## src/rtl/pll_ctrl_pkg.sv

```systemverilog
// Shared types and constants for the PLL power-up / lock qualification controller.
// Holds the sequencer state encoding, the retry counter width and the cycle-counter sizing rule.
package pll_ctrl_pkg;

   localparam int RETRY_W = 4;
   localparam logic [RETRY_W-1:0] RETRY_SAT = '1;

   typedef enum logic [2:0] {
      ST_IDLE   = 3'd0,
      ST_ENABLE = 3'd1,
      ST_SETTLE = 3'd2,
      ST_RUN    = 3'd3,
      ST_PWRDN  = 3'd4,
      ST_FAULT  = 3'd5
   } pll_state_e;

   // The shared counter only ever has to hold (largest limit - 1); never narrower than one bit.
   function automatic int cnt_width(input int a, input int b, input int c);
      int m;
      m = a;
      if (b > m) m = b;
      if (c > m) m = c;
      return ($clog2(m) < 1) ? 1 : $clog2(m);
   endfunction

endpackage

```

## src/rtl/pll_lock_sync.sv

```systemverilog
// Two-flop synchronizer bringing the PLL's asynchronous lock indication into the reference clock domain.
// Both flops clear on reset so a stale lock can never leak across a reset.
module pll_lock_sync (
   input  logic i_clk,
   input  logic i_rst_n,
   input  logic i_async,
   output logic o_sync
);

   logic r_meta;
   logic r_sync;

   // NOTE: flops are written with non-blocking assignments so both stages sample the old values on the same edge.
   always_ff @(posedge i_clk) begin
      if (!i_rst_n) begin
         r_meta <= 1'b0;
         r_sync <= 1'b0;
      end else begin
         r_meta <= i_async;
         r_sync <= r_meta;
      end
   end

   assign o_sync = r_sync;

endmodule

```

## src/rtl/pll_lock_ctrl.sv

```systemverilog
// PLL power-up sequencer: enables the PLL, waits for lock with timeout and bounded retries,
// qualifies a settled lock into a ready flag / downstream reset, and re-sequences on lock loss.
module pll_lock_ctrl
   import pll_ctrl_pkg::*;
#(
   parameter int LOCK_TIMEOUT  = 1024,
   parameter int SETTLE_CYCLES = 16,
   parameter int PWRDN_CYCLES  = 8,
   parameter int MAX_RETRIES   = 3
) (
   input  logic               i_clk_in,
   input  logic               i_rst_n,
   input  logic               i_start,
   input  logic               i_lock,
   output logic               o_pll_en,
   output logic               o_pll_ready,
   output logic               o_clk_rst_n,
   output logic               o_fault,
   output logic [RETRY_W-1:0] o_retry_cnt
);

   localparam int CNT_W = cnt_width(LOCK_TIMEOUT, SETTLE_CYCLES, PWRDN_CYCLES);
   localparam logic [CNT_W-1:0]   TIMEOUT_LAST = CNT_W'(LOCK_TIMEOUT - 1);
   localparam logic [CNT_W-1:0]   PWRDN_LAST   = CNT_W'(PWRDN_CYCLES - 1);
   // The ENABLE cycle that first sees lock counts as the first settle cycle, so SETTLE ends one count early.
   localparam logic [CNT_W-1:0]   SETTLE_LAST  = (SETTLE_CYCLES > 2) ? CNT_W'(SETTLE_CYCLES - 2) : '0;
   localparam logic [RETRY_W-1:0] RETRY_LIMIT  = RETRY_W'(MAX_RETRIES);

   pll_state_e         r_state, w_state_nxt;
   logic [CNT_W-1:0]   r_cnt, w_cnt_nxt;
   logic [RETRY_W-1:0] r_retry, w_retry_nxt;
   logic [RETRY_W-1:0] w_retry_inc;
   logic               w_lock_s;

   pll_lock_sync u_lock_sync (
      .i_clk   (i_clk_in),
      .i_rst_n (i_rst_n),
      .i_async (i_lock),
      .o_sync  (w_lock_s)
   );

   assign w_retry_inc = (r_retry == RETRY_SAT) ? r_retry : r_retry + 1'b1;

   always_ff @(posedge i_clk_in) begin
      if (!i_rst_n) begin
         r_state <= ST_IDLE;
         r_cnt   <= '0;
         r_retry <= '0;
      end else begin
         r_state <= w_state_nxt;
         r_cnt   <= w_cnt_nxt;
         r_retry <= w_retry_nxt;
      end
   end

   // NOTE: every signal driven here gets a default first, so no path leaves it unassigned and no latch is inferred.
   always_comb begin
      w_state_nxt = r_state;
      w_cnt_nxt   = r_cnt + 1'b1;
      w_retry_nxt = r_retry;

      if (!i_start) begin
         w_state_nxt = ST_IDLE;
         w_cnt_nxt   = '0;
         w_retry_nxt = '0;
      end else begin
         unique case (r_state)
            ST_IDLE: begin
               w_state_nxt = ST_ENABLE;
               w_cnt_nxt   = '0;
               w_retry_nxt = '0;
            end
            ST_ENABLE: begin
               if (w_lock_s) begin
                  w_state_nxt = ST_SETTLE;
                  w_cnt_nxt   = '0;
               end else if (r_cnt == TIMEOUT_LAST) begin
                  w_cnt_nxt = '0;
                  if (r_retry < RETRY_LIMIT) begin
                     w_state_nxt = ST_PWRDN;
                     w_retry_nxt = w_retry_inc;
                  end else begin
                     w_state_nxt = ST_FAULT;
                  end
               end
            end
            ST_SETTLE: begin
               if (!w_lock_s) begin
                  w_state_nxt = ST_ENABLE;
                  w_cnt_nxt   = '0;
               end else if (r_cnt == SETTLE_LAST) begin
                  w_state_nxt = ST_RUN;
                  w_cnt_nxt   = '0;
                  w_retry_nxt = '0;
               end
            end
            ST_RUN: begin
               w_cnt_nxt = '0;
               if (!w_lock_s) begin
                  if (r_retry < RETRY_LIMIT) begin
                     w_state_nxt = ST_PWRDN;
                     w_retry_nxt = w_retry_inc;
                  end else begin
                     w_state_nxt = ST_FAULT;
                  end
               end
            end
            ST_PWRDN: begin
               if (r_cnt == PWRDN_LAST) begin
                  w_state_nxt = ST_ENABLE;
                  w_cnt_nxt   = '0;
               end
            end
            ST_FAULT: begin
               w_cnt_nxt = '0;
            end
            default: begin
               w_state_nxt = ST_IDLE;
               w_cnt_nxt   = '0;
               w_retry_nxt = '0;
            end
         endcase
      end
   end

   assign o_pll_en    = (r_state == ST_ENABLE) || (r_state == ST_SETTLE) || (r_state == ST_RUN);
   assign o_pll_ready = (r_state == ST_RUN);
   // Downstream reset stays asserted (low) whenever the PLL is not ready.
   assign o_clk_rst_n = (r_state == ST_RUN);
   assign o_fault     = (r_state == ST_FAULT);
   assign o_retry_cnt = r_retry;

endmodule
```

## config.mk

```make
export PLATFORM = sky130hd
export DESIGN_NAME = pll_lock_ctrl
export DESIGN_NICKNAME = d
export VERILOG_FILES = /design/src/rtl/pll_ctrl_pkg.sv /design/src/rtl/pll_lock_sync.sv /design/src/rtl/pll_lock_ctrl.sv
export SDC_FILE = /design/constraint.sdc
export NUM_CORES = 1
export LEC_CHECK = 0
export CAP_MARGIN = 15
export CORE_MARGIN = 3
export CORE_UTILIZATION = 55
export CTS_CLUSTER_DIAMETER = 100
export DETAILED_ROUTE_END_ITERATION = 10
export PLACE_DENSITY = 0.83
export SKIP_LAST_GASP = 1
export SYNTH_ARGS = -nofsm -noshare
export SYNTH_HDL_FRONTEND = slang
export SYNTH_SLANG_ARGS = --single-unit
export TNS_END_PERCENT = 30
```

## constraint.sdc

```tcl
create_clock -name i_clk_in -period 4.1 [get_ports i_clk_in]
set_clock_uncertainty 0.05 [all_clocks]
set_input_delay 0.82 -clock i_clk_in [delete_from_list [all_inputs] [get_ports i_clk_in]]
set_output_delay 0.82 -clock i_clk_in [all_outputs]
set_load 0.01 [all_outputs]
```

==> impl_metrics.ini <==
[run_status]
status = finished, final reports clean

[grt]
grtUsageTotal = 0.204
grt_start_max_net_pins = 13
grt_pass1_wl_um = 3180
grt_pass1_vias = 709
globalRoute.totalOverflow = 0
antenna_found_initial = 0

[pwr]
leakagePower_nw = 0.418
power.density_nw_per_um2 = 273
vdd_drop_max_v = 0.000275

[worst_setup_path]
critPathMaxFanout = 9
crit_required_ns = 3.23
critical-path-slowest-cell = clkdlybuf4s50_1
reg2reg_depth = 6
slowest_delay_ns = 0.56
rr_startpoint = o_retry_cnt[0]
r2r-end = o_retry_cnt[3]
critPathKind = flop to primary output
cp.arrival_ns = 1.68
cp_cell_sequence = nand2b_1 -> nor2_1 -> clkdlybuf4s50_1
critPathCaptureType = primary output
reg2reg_slack_ns = 2.10
cp-start-kind = flop
setup.worst_path.start = r_state[0]

[sta]
drv_slew = 0
worstMarginPinSlew_ns = 0.516
fin_crit_ns = 2.55
hold_viol_final = 0
relSlewSlack = 0.653
setup_tns_ns = 0
rsz0062_at_grt = no
setup_viol = 0
timing.fmax_mhz = 392
fin_crit_sh = 0.622

[yosys]
syn_area_per_cell_um2 = 8.61
synth_area_um2 = 973
syn_nets = 120
synth_mux_area_frac = 0
synth_top_family_by_area = simple AND/OR/NAND/NOR gates
synthAdderAreaFrac = 0.0386
postSynthCellCount = 113
ys.flop_type = dfxtp_1
synthArstFlopShare = 0
synth-xor-area-share = 0.0810
yosys.area_share.simple = 0.288
synth-edff-count = 0
ys_ff_latch = 19
yosysSeqAreaShare = 0.391
yosys_warnings = 0
synth_compound_area_frac = 0.152
ys_types = 36

[detailed_routing]
drtPass1Iterations = 4
drt_iter0_drc = 20
drc = 0
vias = 806
viasPerCell = 5.80
drt_wl_total_um = 1880
ant_nets = 0
avgRoutedWirePerCell_um = 13.5

[final_layout]
most-common-layout-cells = nor2_1 (19), dfxtp_1 (19), clkdlybuf4s50_1 (11), inv_1 (6)
seq_area_um2 = 380
syn_to_final_growth_pct = 13.4
fillers = 134
finalNetCount = 131
drive_gt1_frac = 0.0650
fin_cells = 139
multi_input_area_um2 = 544
diodes = 0

[clock_tree]
cts_sinks = 19
clk_pin_slew_ns = 0.10
cts_buffers = 3
htree_levels = 1
cts-hold-fix-buffers = 0
cts_resized = 0
ctsRootBufferMaster = clkbuf_4
tritoncts = yes
postCtsSetupBuffers = 0
clkLatencyLatePin_ns = 0.30
clockBufferDepth = 2

[hold_path]
min-delay-start = u_lock_sync.r_meta
hold_depth = 1
hold_class = flop to flop
whs_endpoint = u_lock_sync.o_sync

[floorplanning]
die_w_um = 48.1
dieArea_um2 = 2310
io_pins = 12
initial_core_util = 0.617
core_um2 = 1580
die_y_um = 48.1
rows = 14

[flow_run]
cap_violations = 0

[placed_design]
hpwl_um = 1480
portBuffers = 11
gp_congestion = 0.880
place_inst = 135
worst max-delay path: cells and delay by family (launching register included):
family,cells,cell delay (ns)
DFF,1,0.51
buffers and inverters,1,0.56
and+or+nand+nor,2,0.31
per-layer routing:
metal  share of wire  vias to the layer above  wire length [um]  global-route usage
met4           0.020                        0                37              0.0968
met3           0.040                        4                75              0.0451
met5               0                        -                 0                   0
met1            0.51                      362               953               0.279
met2            0.43                       27               810               0.301
li1                -                      413                 -                   -
per-stage QoR:
step / cell area, um2 / power, W / setup WS [ns] / hold slack [ns] / util
final: 1100 / 0.000301 / 1.55 / 0.394 / 0.700
after global routing: 1100 / 0.000314 / 1.42 / 0.427 / 0.700
after CTS: 1100 / 0.000303 / 1.55 / 0.400 / 0.700
after detailed placement: 1080 / 0.000211 / 1.85 / 0.375 / 0.683
after global placement: 1080 / 0.000211 / 1.87 / 0.368 / 0.683
after floorplan: 973 / 0.000204 / 2.24 / 0.362 / -
where the power goes:
group	switching (W)	internal (W)
Clock	0.0000561	0.0000379
Combinational	0.00000975	0.00000867
Sequential	0.00000233	0.000186
how the worst max path moves through the flow:
stage	end	slack, ns
after CTS	o_clk_rst_n	1.55
after global routing	o_fault	1.42
final	o_clk_rst_n	1.55
after floorplan	o_pll_ready	2.24
after global placement	o_retry_cnt[1]	1.87
after detailed placement	o_retry_cnt[1]	1.85
final cells by class:
type / instances / share of cell area
Clock buffer: 4 / 0.0238
Inverter: 6 / 0.0204
Multi-Input combinational cell: 83 / 0.493
Sequential cell: 19 / 0.345
Tap cell: 16 / 0.0181
Timing Repair Buffer: 11 / 0.0998
sequential cells by signal, summed over array words and instances (netlist names):
name and cells:
u_lock_sync.o_sync 1, o_retry_cnt 4, u_lock_sync.r_meta 1, r_cnt 10, r_state 3
logic make-up (layout without fill, tap and decap cells):
logic type,after synthesis,after routing
AND/OR/NAND/NOR,52,52
AO/OA/AOI/OAI,19,19
flip-flops,19,19
buffers and inverters,11,21
XOR/XNOR,9,9
adder cells (fa/ha/maj),3,3
synthesized netlist by cell type, drive strengths merged (4+ instances only):
library cell / n / share of area
buf: 4 / 0.023
and3: 6 / 0.040
dfxtp: 19 / 0.39
xor2: 4 / 0.036
xnor2: 5 / 0.045
nor4: 4 / 0.039
nor2: 19 / 0.073
nand2: 5 / 0.019
inv: 6 / 0.023
(Power assumes the default switching activity.)
==> edit, RTL diff (same settings) <==
Set the parameter `SETTLE_CYCLES` to 24 (it was 16).
--- a/src/rtl/pll_lock_ctrl.sv
+++ b/src/rtl/pll_lock_ctrl.sv
@@ -4,7 +4,7 @@
    import pll_ctrl_pkg::*;
 #(
    parameter int LOCK_TIMEOUT  = 1024,
-   parameter int SETTLE_CYCLES = 16,
+   parameter int SETTLE_CYCLES = 24,
    parameter int PWRDN_CYCLES  = 8,
    parameter int MAX_RETRIES   = 3
 ) (
Check against the original RTL: same outputs for any inputs over 10 cycles, from zero or initial values and one cycle with i_rst_n low; that may be too few to reach the edited logic, so the function may still have changed.
==> edit against the original RTL <==
  * Utilization down 2.6 points
  * Count of clock-buffer cells in the layout down 1
  * Total power up 3.4%
  * Final area up 6.6%
  * Wire length up 10%
  * Worst setup slack worse by 0.036 ns
  * Sequential cell count unchanged
  * Area after synthesis up 6.0%
==> edit: results (changes against the original RTL) <==
| Metric | Value |
|---|---|
| Compound-Gate Fraction of Synth Area | 13.82% (-1.3 points) |
| Largest net degree at the start of global routing | 14 (+1) |
| Hpwl dp | 1.561 mm (+5.5%) |
| R2R Path End | r_state[1] |
| Leakage power | 0.0004212 µW (+0.66%) |
| Proportion of synthesized area in mux cells | 2.909% (+2.9 points) |
| Post-Synth Adder-Cell Area | 3.636% (-0.22 points) |
| Nets | 140 (+6.9%) |
| Syn_nets | 129 (+7.5%) |
| Worst hold stages | 1 (unchanged) |
| Register bank with the most flops | r_cnt |
| Outcome | finished, final reports clean |
| Cells after DPL | 153 (+13%) |
| Reg-to-Reg Start | r_cnt[1] |
| Post-Syn Instances | 122 (+8.0%) |
| First-pass GRT wire length | 3.677 mm (+16%) |
| Initial drt markers | 43 (+110%) |
| CTS H-Tree Depth | 1 (unchanged) |
| CP Data Arrival Time | 1.71 ns (+0.03 ns) |
| Vias post-DR | 884 (+9.7%) |
| Top post-synthesis cells by count | dfxtp_1 (19), nor2_1 (18), nand2_1 (10), xnor2_1 (6) |
| CP max stage delay | 0.54 ns (-0.02 ns) |
| Seq/Total Area, Yosys | 36.85% (-2.2 points) |
| Post-Place Setup Slack | 1.712 ns (-0.1365 ns) |
| Peak fanout along the critical path | 11 (+2) |
| Worst slew pin tran | 0.4358 ns (-0.08051 ns) |
| Placed Area | 1149 µm² (+6.6%) |
| Post-cts resize count | 0 (unchanged) |
| Maximum VDD drop | 199.1 µV (-28%) |
| Total Routing Usage GR | 18.71% (-1.7 points) |
| Max reg flops | 10 (unchanged) |
| Synth Area in XOR/XNOR | 6.788% (-1.3 points) |
| Layout cell share with drive strength beyond 1 | 9.848% (+3.3 points) |
| CP max stage cell | dfxtp_1 |
| Hold EP | u_lock_sync.o_sync |
| Drt via density | 5.631 (-2.9%) |
| WL/cell | 13.15 µm (-2.5%) |
| Top post-synthesis cells by area | dfxtp_1 (37%), nor2_1 (6.5%), xnor2_1 (5.1%), ha_1 (3.6%), nand2_1 (3.6%) |
| Final GP Congestion | 0.9112 (+3.6%) |
| FF-to-FF setup slack | 2.19 ns (+0.09 ns) |
| Vias in the first global route | 821 (+16%) |
| Post-synthesis cell type count | 37 (+2.8%) |
| CTS Buffer Depth | 2 (unchanged) |
| WHS | 0.3951 ns (+0.001417 ns) |
edit: how the worst max path moves through the flow:
| stage | startpoint | endpoint | slack, ns |
|---|---|---|---|
| 6_report | r_state[2] | o_pll_ready | 1.52 |
| 5_1_grt | r_state[2] | o_clk_rst_n | 1.41 |
| 4_1_cts | r_state[2] | o_fault | 1.53 |
| 2_1_floorplan | r_state[1] | o_pll_ready | 2.35 |
| 3_3_place_gp | i_rst_n | r_cnt[4] | 1.85 |
| 3_5_place_dp | i_rst_n | r_cnt[2] | 1.71 |
edit: cell families after synthesis:
logic type               after synthesis
AO/OA/AOI/OAI                         19
XOR/XNOR                               8
adder cells (fa/ha/maj)                3
buffers and inverters                 10
flip-flops                            19
multiplexers                           3
AND/OR/NAND/NOR                       60
edit: routing by layer:
| metal | GRT usage, % | part of all wire [%] |
|---|---|---|
| met5 | 0 | 0 |
| met4 | 6.161 | 1.4 |
| met3 | 2.446 | 7.0 |
| met2 | 30.58 | 46 |
| met1 | 25.24 | 46 |
edit: layout make-up:
class	count	area, µm²
fillers	143	569.3
clock inverters	1	5.005
multi-input cells	93	608.1
well taps	25	31.28
repair buffers	11	110.1
inverters	5	18.77
flip-flops and latches	19	380.4
clock buffers	3	22.52
edit: through the flow:
| stage | util, % | total power (µW) |
|---|---|---|
| global placement | 65.81 | 221.9 |
| finish | 67.38 | 311.1 |
| global route | 67.38 | 323.8 |
| detailed placement | 65.81 | 222.8 |
| CTS | 67.38 | 313.5 |
| floorplan | - | 213.9 |
edit: worst max-delay path: cells and delay by family (launching register included):
family	cells	cell delay, ns
and+or+nand+nor	1	0.20
DFF	1	0.54
buffers and inverters	2	0.68
edit: power breakdown:
group	internal, µW	total (µW)	switching [µW]
sequential	187	191	4.06
combinational	13.8	28.0	14.2
clock	36.3	92.3	56.0
